**config.mk**
```make
export PLATFORM = sky130hd
export DESIGN_NAME = ex_operand_stage
export DESIGN_NICKNAME = d
export VERILOG_FILES = /design/src/rtl/ex_operand_stage.sv
export SDC_FILE = /design/constraint.sdc
export NUM_CORES = 1
export LEC_CHECK = 0
export ABC_AREA = 1
export BUFFER_PORTS_ARGS = -buffer_cell sky130_fd_sc_hd__buf_2
export CORE_MARGIN = 4
export CORE_UTILIZATION = 28
export CTS_BUF_LIST = sky130_fd_sc_hd__clkbuf_2
export DETAILED_ROUTE_END_ITERATION = 6
export GPL_ROUTABILITY_DRIVEN = 0
export GPL_TIMING_DRIVEN = 0
export PLACE_DENSITY = 0.48
export SKIP_CTS_REPAIR_TIMING = 1
export SYNTH_ARGS = -nofsm -noshare
export SYNTH_HDL_FRONTEND = slang
export SYNTH_SLANG_ARGS = --single-unit
```
**constraint.sdc**
```tcl
create_clock -name clk -period 2.04 [get_ports clk]
set_clock_uncertainty 0.05 [all_clocks]
set_input_delay 0.51 -clock clk [delete_from_list [all_inputs] [get_ports clk]]
set_output_delay 0.51 -clock clk [all_outputs]
set_load 0.05 [all_outputs]
```
**src/rtl/ex_operand_stage.sv**
```systemverilog
// ex_operand_stage: ID/EX register with EX/MEM and MEM/WB operand forwarding and load-use bubble insertion
module ex_operand_stage #(
  parameter int WIDTH = 32,
  parameter int RAW = 5
) (
  input  logic             clk,
  input  logic             rstn,
  input  logic             stall,
  input  logic             flush,
  input  logic             id_valid,
  input  logic [WIDTH-1:0] id_pc,
  input  logic [RAW-1:0]   id_rs1,
  input  logic [RAW-1:0]   id_rs2,
  input  logic             id_rs1_used,
  input  logic             id_rs2_used,
  input  logic [WIDTH-1:0] id_rs1_data,
  input  logic [WIDTH-1:0] id_rs2_data,
  input  logic [WIDTH-1:0] id_imm,
  input  logic             id_src1_sel,
  input  logic             id_src2_sel,
  input  logic [3:0]       id_alu_func,
  input  logic [RAW-1:0]   id_rd,
  input  logic             id_we,
  input  logic             id_is_load,
  input  logic             exmem_we,
  input  logic [RAW-1:0]   exmem_rd,
  input  logic [WIDTH-1:0] exmem_data,
  input  logic             memwb_we,
  input  logic [RAW-1:0]   memwb_rd,
  input  logic [WIDTH-1:0] memwb_data,
  output logic [WIDTH-1:0] alu_src1,
  output logic [WIDTH-1:0] alu_src2,
  output logic [3:0]       alu_func,
  output logic             ex_valid,
  output logic [WIDTH-1:0] ex_pc,
  output logic [RAW-1:0]   ex_rd,
  output logic             ex_we,
  output logic             ex_is_load,
  output logic [WIDTH-1:0] ex_store_data,
  output logic             lu_stall
);
  logic             valid_q, valid_d, we_q, we_d, is_load_q, is_load_d;
  logic             rs1_used_q, rs1_used_d, rs2_used_q, rs2_used_d;
  logic             src1_sel_q, src1_sel_d, src2_sel_q, src2_sel_d;
  logic [WIDTH-1:0] pc_q, pc_d, imm_q, imm_d;
  logic [WIDTH-1:0] rs1_data_q, rs1_data_d, rs2_data_q, rs2_data_d;
  logic [RAW-1:0]   rs1_q, rs1_d, rs2_q, rs2_d, rd_q, rd_d;
  logic [3:0]       func_q, func_d;
  logic [WIDTH-1:0] fwd_rs1, fwd_rs2;
  logic             bubble;
  always_comb begin
    fwd_rs1 = !rs1_used_q || rs1_q == '0 ? rs1_data_q :
              exmem_we && exmem_rd == rs1_q ? exmem_data :
              memwb_we && memwb_rd == rs1_q ? memwb_data : rs1_data_q;
    fwd_rs2 = !rs2_used_q || rs2_q == '0 ? rs2_data_q :
              exmem_we && exmem_rd == rs2_q ? exmem_data :
              memwb_we && memwb_rd == rs2_q ? memwb_data : rs2_data_q;
    lu_stall = id_valid && valid_q && is_load_q && we_q && rd_q != '0 &&
               ((id_rs1_used && id_rs1 == rd_q) || (id_rs2_used && id_rs2 == rd_q));
    bubble = flush || (!stall && lu_stall);
  end
  always_comb begin
    valid_d = valid_q; pc_d = pc_q; rs1_d = rs1_q; rs2_d = rs2_q;
    rs1_used_d = rs1_used_q; rs2_used_d = rs2_used_q;
    rs1_data_d = rs1_data_q; rs2_data_d = rs2_data_q; imm_d = imm_q;
    src1_sel_d = src1_sel_q; src2_sel_d = src2_sel_q; func_d = func_q;
    rd_d = rd_q; we_d = we_q; is_load_d = is_load_q;
    if (bubble) begin
      valid_d = 1'b0; pc_d = '0; rs1_d = '0; rs2_d = '0;
      rs1_used_d = 1'b0; rs2_used_d = 1'b0;
      rs1_data_d = '0; rs2_data_d = '0; imm_d = '0;
      src1_sel_d = 1'b0; src2_sel_d = 1'b0; func_d = '0;
      rd_d = '0; we_d = 1'b0; is_load_d = 1'b0;
    end else if (stall) begin
      // keep forwarded values alive while their producers drain out of the pipe
      rs1_data_d = fwd_rs1; rs2_data_d = fwd_rs2;
    end else begin
      valid_d = id_valid; pc_d = id_pc; rs1_d = id_rs1; rs2_d = id_rs2;
      rs1_used_d = id_rs1_used; rs2_used_d = id_rs2_used;
      rs1_data_d = id_rs1_data; rs2_data_d = id_rs2_data; imm_d = id_imm;
      src1_sel_d = id_src1_sel; src2_sel_d = id_src2_sel; func_d = id_alu_func;
      rd_d = id_rd; we_d = id_we; is_load_d = id_is_load;
    end
  end
  always_ff @(posedge clk or negedge rstn) begin
    if (!rstn) begin
      valid_q <= 1'b0; pc_q <= '0; rs1_q <= '0; rs2_q <= '0;
      rs1_used_q <= 1'b0; rs2_used_q <= 1'b0;
      rs1_data_q <= '0; rs2_data_q <= '0; imm_q <= '0;
      src1_sel_q <= 1'b0; src2_sel_q <= 1'b0; func_q <= '0;
      rd_q <= '0; we_q <= 1'b0; is_load_q <= 1'b0;
    end else begin
      valid_q <= valid_d; pc_q <= pc_d; rs1_q <= rs1_d; rs2_q <= rs2_d;
      rs1_used_q <= rs1_used_d; rs2_used_q <= rs2_used_d;
      rs1_data_q <= rs1_data_d; rs2_data_q <= rs2_data_d; imm_q <= imm_d;
      src1_sel_q <= src1_sel_d; src2_sel_q <= src2_sel_d; func_q <= func_d;
      rd_q <= rd_d; we_q <= we_d; is_load_q <= is_load_d;
    end
  end
  assign alu_src1 = src1_sel_q ? pc_q : fwd_rs1;
  assign alu_src2 = src2_sel_q ? imm_q : fwd_rs2;
  assign ex_store_data = fwd_rs2;
  assign alu_func = func_q;
  assign ex_valid = valid_q;
  assign ex_pc = pc_q;
  assign ex_rd = rd_q;
  assign ex_we = we_q;
  assign ex_is_load = is_load_q;
endmodule

```
---- Word level (Yosys, flattened, before mapping) ----
Index checks and enable logic that the tools add are counted.
word-level totals
  output and inout bits ................... 141
  bits in registers ....................... 154
cells by class
  eq/ne operators ......................... 7
  reduce and logical (&&, ||, !) cells .... 22
  muxes and demuxes ....................... 38
operators by type and width
  cell                  number
  $mux W32              16
  $eq A5 B5 Y1          6
  $mux W5               6
  $mux W1               14
  $logic_and A1 B1 Y1   12
  $logic_not A5 Y1      2
  $mux W4               2
  $reduce_bool A5 Y1    1
  $logic_or A1 B1 Y1    4
  $logic_not A1 Y1      3
  $ne A2 B1 Y1 const B  1

---- Longest topological paths before layout ----
  depth after elaboration ................. 8
  mapped depth ............................ 13
  mapped depth without buffers ............ 11

---- Worst setup path before layout ----
No wires, ideal clock.
  kind .................................... input-to-output
  start ................................... input port exmem_rd[3]
  end ..................................... output port alu_src1[0]
  path slack .............................. -0.816 ns
  stages on the path ...................... 11
  path buffers ............................ 2
  arrival ................................. 2.296 ns
  cells stage by stage .................... inv_1 -> nand2_1 -> nand2_1 -> nor2_2 -> nand3_2 -> buf_6 -> buf_6 -> nand2_1 -> nand2_1 -> nand2_1 -> o21ai_0
between the ends
  cells in the longest elaborated chain, start to end .. 5
ends and longest elaborated chain
  what                 RTL line  source
  start: declaration   26        input logic [RAW-1:0] exmem_rd,
  $eq A5 B5 Y1         53        exmem_we && exmem_rd == rs1_q ? exmem_data :
  $logic_and A1 B1 Y1  53
  $mux W32             53
  $mux W32             52        fwd_rs1 = !rs1_used_q || rs1_q == '0 ? rs1_data_q :
  $mux W32             100       assign alu_src1 = src1_sel_q ? pc_q : fwd_rs1;
  end: declaration     31        output logic [WIDTH-1:0] alu_src1,
Every way passes these cells.

---- Worst setup path in the final report ----
  start ................................... register rs1_q[3]
  end ..................................... output port alu_src1[5]
between the ends
  cells in the longest elaborated chain, start to end .. 6
ends and longest elaborated chain
  what                      RTL line  source
  start: declaration        47        logic [RAW-1:0] rs1_q, rs1_d, rs2_q, rs2_d, rd_q, rd_d;
  start signal: assignment  93        valid_q <= valid_d; pc_q <= pc_d; rs1_q <= rs1_d; rs2_q <= rs2_d;
  $eq A5 B5 Y1              54        memwb_we && memwb_rd == rs1_q ? memwb_data : rs1_data_q;
  $logic_and A1 B1 Y1       54
  $mux W32                  54
  $mux W32                  53
  $mux W32 (*)              52
  $mux W32 (*)              100
Mark *: on every way between the ends. The rest lies on a longest branch, timed or not.

==> results.yml <==
cts:
  cts.path.max_buffers: 2
  path_clk_slew_ns: 0.26
  cts_num_sinks: 154
  htreeDepth: 4
  clkLatencyLatePin_ns: 0.85
  cts_tree: "built"
  cts_made_buffers: 17
  root_buffer: "clkbuf_2"
yosys:
  synth_top_area_frac: 0.371
  synth_largest_area_cell: "dfrtp_1"
  ys.warnings.count: 0
  synth_cell_types: 25
  ys_top_cells_by_count: "nand2_1, inv_1, dfrtp_1"
  synth-async-reset-ratio: 1.00
  synthesis.nets: 1862
  synth.area.top_cells: "dfrtp_1, nand2_1, inv_1"
  ys.flop_type: "dfrtp_1"
  syn_inst: 1628
  synth_most_common_cell: "nand2_1"
  synth-seq-cells: 154
  syn_area_per_cell_um2: 6.37
  ys_seq_area_frac: 0.371
  synth_edf_count: 0
  synth.cell_area_um2: 10400
place:
  place_ws_ns: -0.886
  portBuffers: 374
  dpl-instance-area_um2: 13600
  dp_hpwl_um: 36000
  dp.cells: 2471
setup_path:
  rr_startpoint: "ex_rd[4]"
  cp_top_family: "simple AND/OR/NAND/NOR gates"
  critical_path.most_common_cell: "nand2_1"
  worstSetupPathType: "reg -> out"
  crit_fanout: 8
  crit_required_ns: 1.48
  crit_path_cell_trace: "inv_2 > nand2_1 > nand2_1 > nor2_2 > nand3_4 > buf_12 > clkbuf_16 > nor2_4 > nor2_1 > nand2_1 > nand2_2 > o21ai_4 > buf_6"
  critPathBufInv: 4
  r2r_end: "imm_q[30]"
  reg2reg_slack_ns: -0.30
  slowest_stage: "dfrtp_1"
  critPathLaunch: "rs1_q[3]"
  worstSetupEndpoint: "alu_src1[5]"
  startpoint_type: "register"
  cp.arrival_ns: 2.80
  r2r_cells: 10
  cp-end-kind: "output port"
  worst_path_largest_cell_delay_ns: 0.49
  path_depth: 13
final_layout:
  final_cells: 2700
  drive_gt1_frac: 0.387
  layout.nets: 2452
  final_cell_area_um2: 17300
  syn2layout_area_growth_pct: 67.1
grt:
  antenna_found_initial: 2
  grt_pass1_wl_um: 69600
  grt_overflow: 0
  grt_pass1_vias: 11600
  grtUsageTotal: 0.222
  grt_max_degree: 92
timing:
  worstMarginPinSlew_ns: 1.39
  fin_crit_ns: 3.36
  rsz0062_at_grt: "yes"
  period_share: 1.65
  clock.fmax_mhz: 297
  timing.slew.headroom: 0.0719
  finalWorstSetupSlack_ns: -1.32
  final_max_slew_viol_count: 0
  hold_violations: 0
  holdWs_ns: 0.0593
  finalSetupTns_ns: -141.04
  final-setup-viol-count: 262
die:
  die_w_um: 200
  die_area_um2: 40200
  die_y_um: 200
  fp-row-count: 70
  core_area_um2: 36600
  ioPinCount: 375
  start_util: 0.283
worst_hold_path:
  worst_hold_path_type: "in -> async"
routing:
  wl_met3_um: 2540
  wl_um: 48700
  dr_wl_met2_um: 22900
  num_vias: 12500
  drt_iter0_drc: 649
  top_layer_used: "met4"
  ant_nets: 0
  drt-met1-wl_um: 21900
  drc_errors: 0
  firstDrtPassIters: 5
  wl_per_cell_um: 18.0
  detail_route.vias_per_cell: 4.62
flow_run:
  cap_violations: 0
power:
  p_per_area_nw_per_um2: 514
  peakVddDrop_uv: 367
  p_leak_nw: 9.14
status:
  failed_checks: "negative setup slack"
  status: "finished with violations"
-- cell usage in the layout (no fill, tap or decap), types with 2 or more instances in the layout --
cell             n
nor3_4           2
clkbuf_16        7
nand2_4         37
o21ai_4         63
inv_2           28
diode_2          2
a21oi_1         49
nand3_2          4
buf_12           5
clkinvlp_4       3
clkinv_2         2
clkbuf_2        23
inv_1          167
or2_2           63
dfrtp_1        149
nor2_4          12
o21ai_0         77
nor2_2          34
buf_8           37
nand2_1        460
clkinv_4         2
nor2_1         111
buf_4           37
buf_6           86
nand3_1        136
nand2_2         79
dfrtp_2          5
clkbuf_4         4
inv_4            4
a21oi_2         16
bufinv_16        4
dlygate4sd3_1  152
o22ai_1         16
clkinv_1         3
buf_2          300
clkbuf_1        43
-- sequential cells by signal, summed over array words and instances (netlist names), 4 cells and up --
signal	count
alu_func	4
rs2_data_q	32
imm_q	32
rs1_data_q	32
rs1_q	5
rs2_q	5
ex_pc	32
ex_rd	5
-- where the power goes --
part / internal, mW / leakage (nW) / total (mW) / switching [mW]
sequential: 3.24 / 2.02 / 3.35 / 0.113
combinational: 1.35 / 6.97 / 3.52 / 2.16
clock: 0.794 / 0.151 / 2.04 / 1.25
total: 5.39 / 9.14 / 8.92 / 3.53
-- worst min path at each step --
stage	to	slack, ns
6_report	alu_func[3]	0.06
5_1_grt	rs2_data_q[11]	-0.00004
3_5_place_dp	imm_q[26]	0.42
2_1_floorplan	alu_func[0]	0.16
4_1_cts	alu_func[3]	-0.61
3_3_place_gp	imm_q[26]	0.42
-- through the flow --
stage | utilization | power, mW
after global routing | 0.474 | 9.36
after CTS | 0.380 | 8.26
after global placement | 0.372 | 6.16
after floorplan | - | 5.25
final | 0.474 | 8.92
after detailed placement | 0.373 | 6.17
-- kinds of logic (layout without fill, tap and decap cells) --
| group | Yosys count | after routing | synth area share |
|---|---|---|---|
| other | 0 | 2 | 0 |
| AND/OR/NAND/NOR | 943 | 943 | 0.387 |
| flip-flops | 154 | 154 | 0.371 |
| AO/OA/AOI/OAI | 222 | 222 | 0.118 |
| buffers and inverters | 309 | 911 | 0.123 |
-- area by class of cell --
class / instances / area [um2]
Antenna cell: 2 / 5.00
Clock inverter: 13 / 178
Tap cell: 468 / 586
Buffer: 106 / 708
Clock buffer: 18 / 90.1
Inverter: 202 / 781
Multi-Input combinational cell: 1165 / 6490
Timing Repair Buffer: 572 / 4640
Fill cell: 3718 / 19300
Sequential cell: 154 / 3860
-- per-layer routing --
layer  global-route usage  vias up
li1                     -     6198
met1                0.313     5783
met2                0.356      436
met3               0.0365       69
met4               0.0595        0
met5                    0        -
Note: power is estimated with default switching activity, not from simulation.
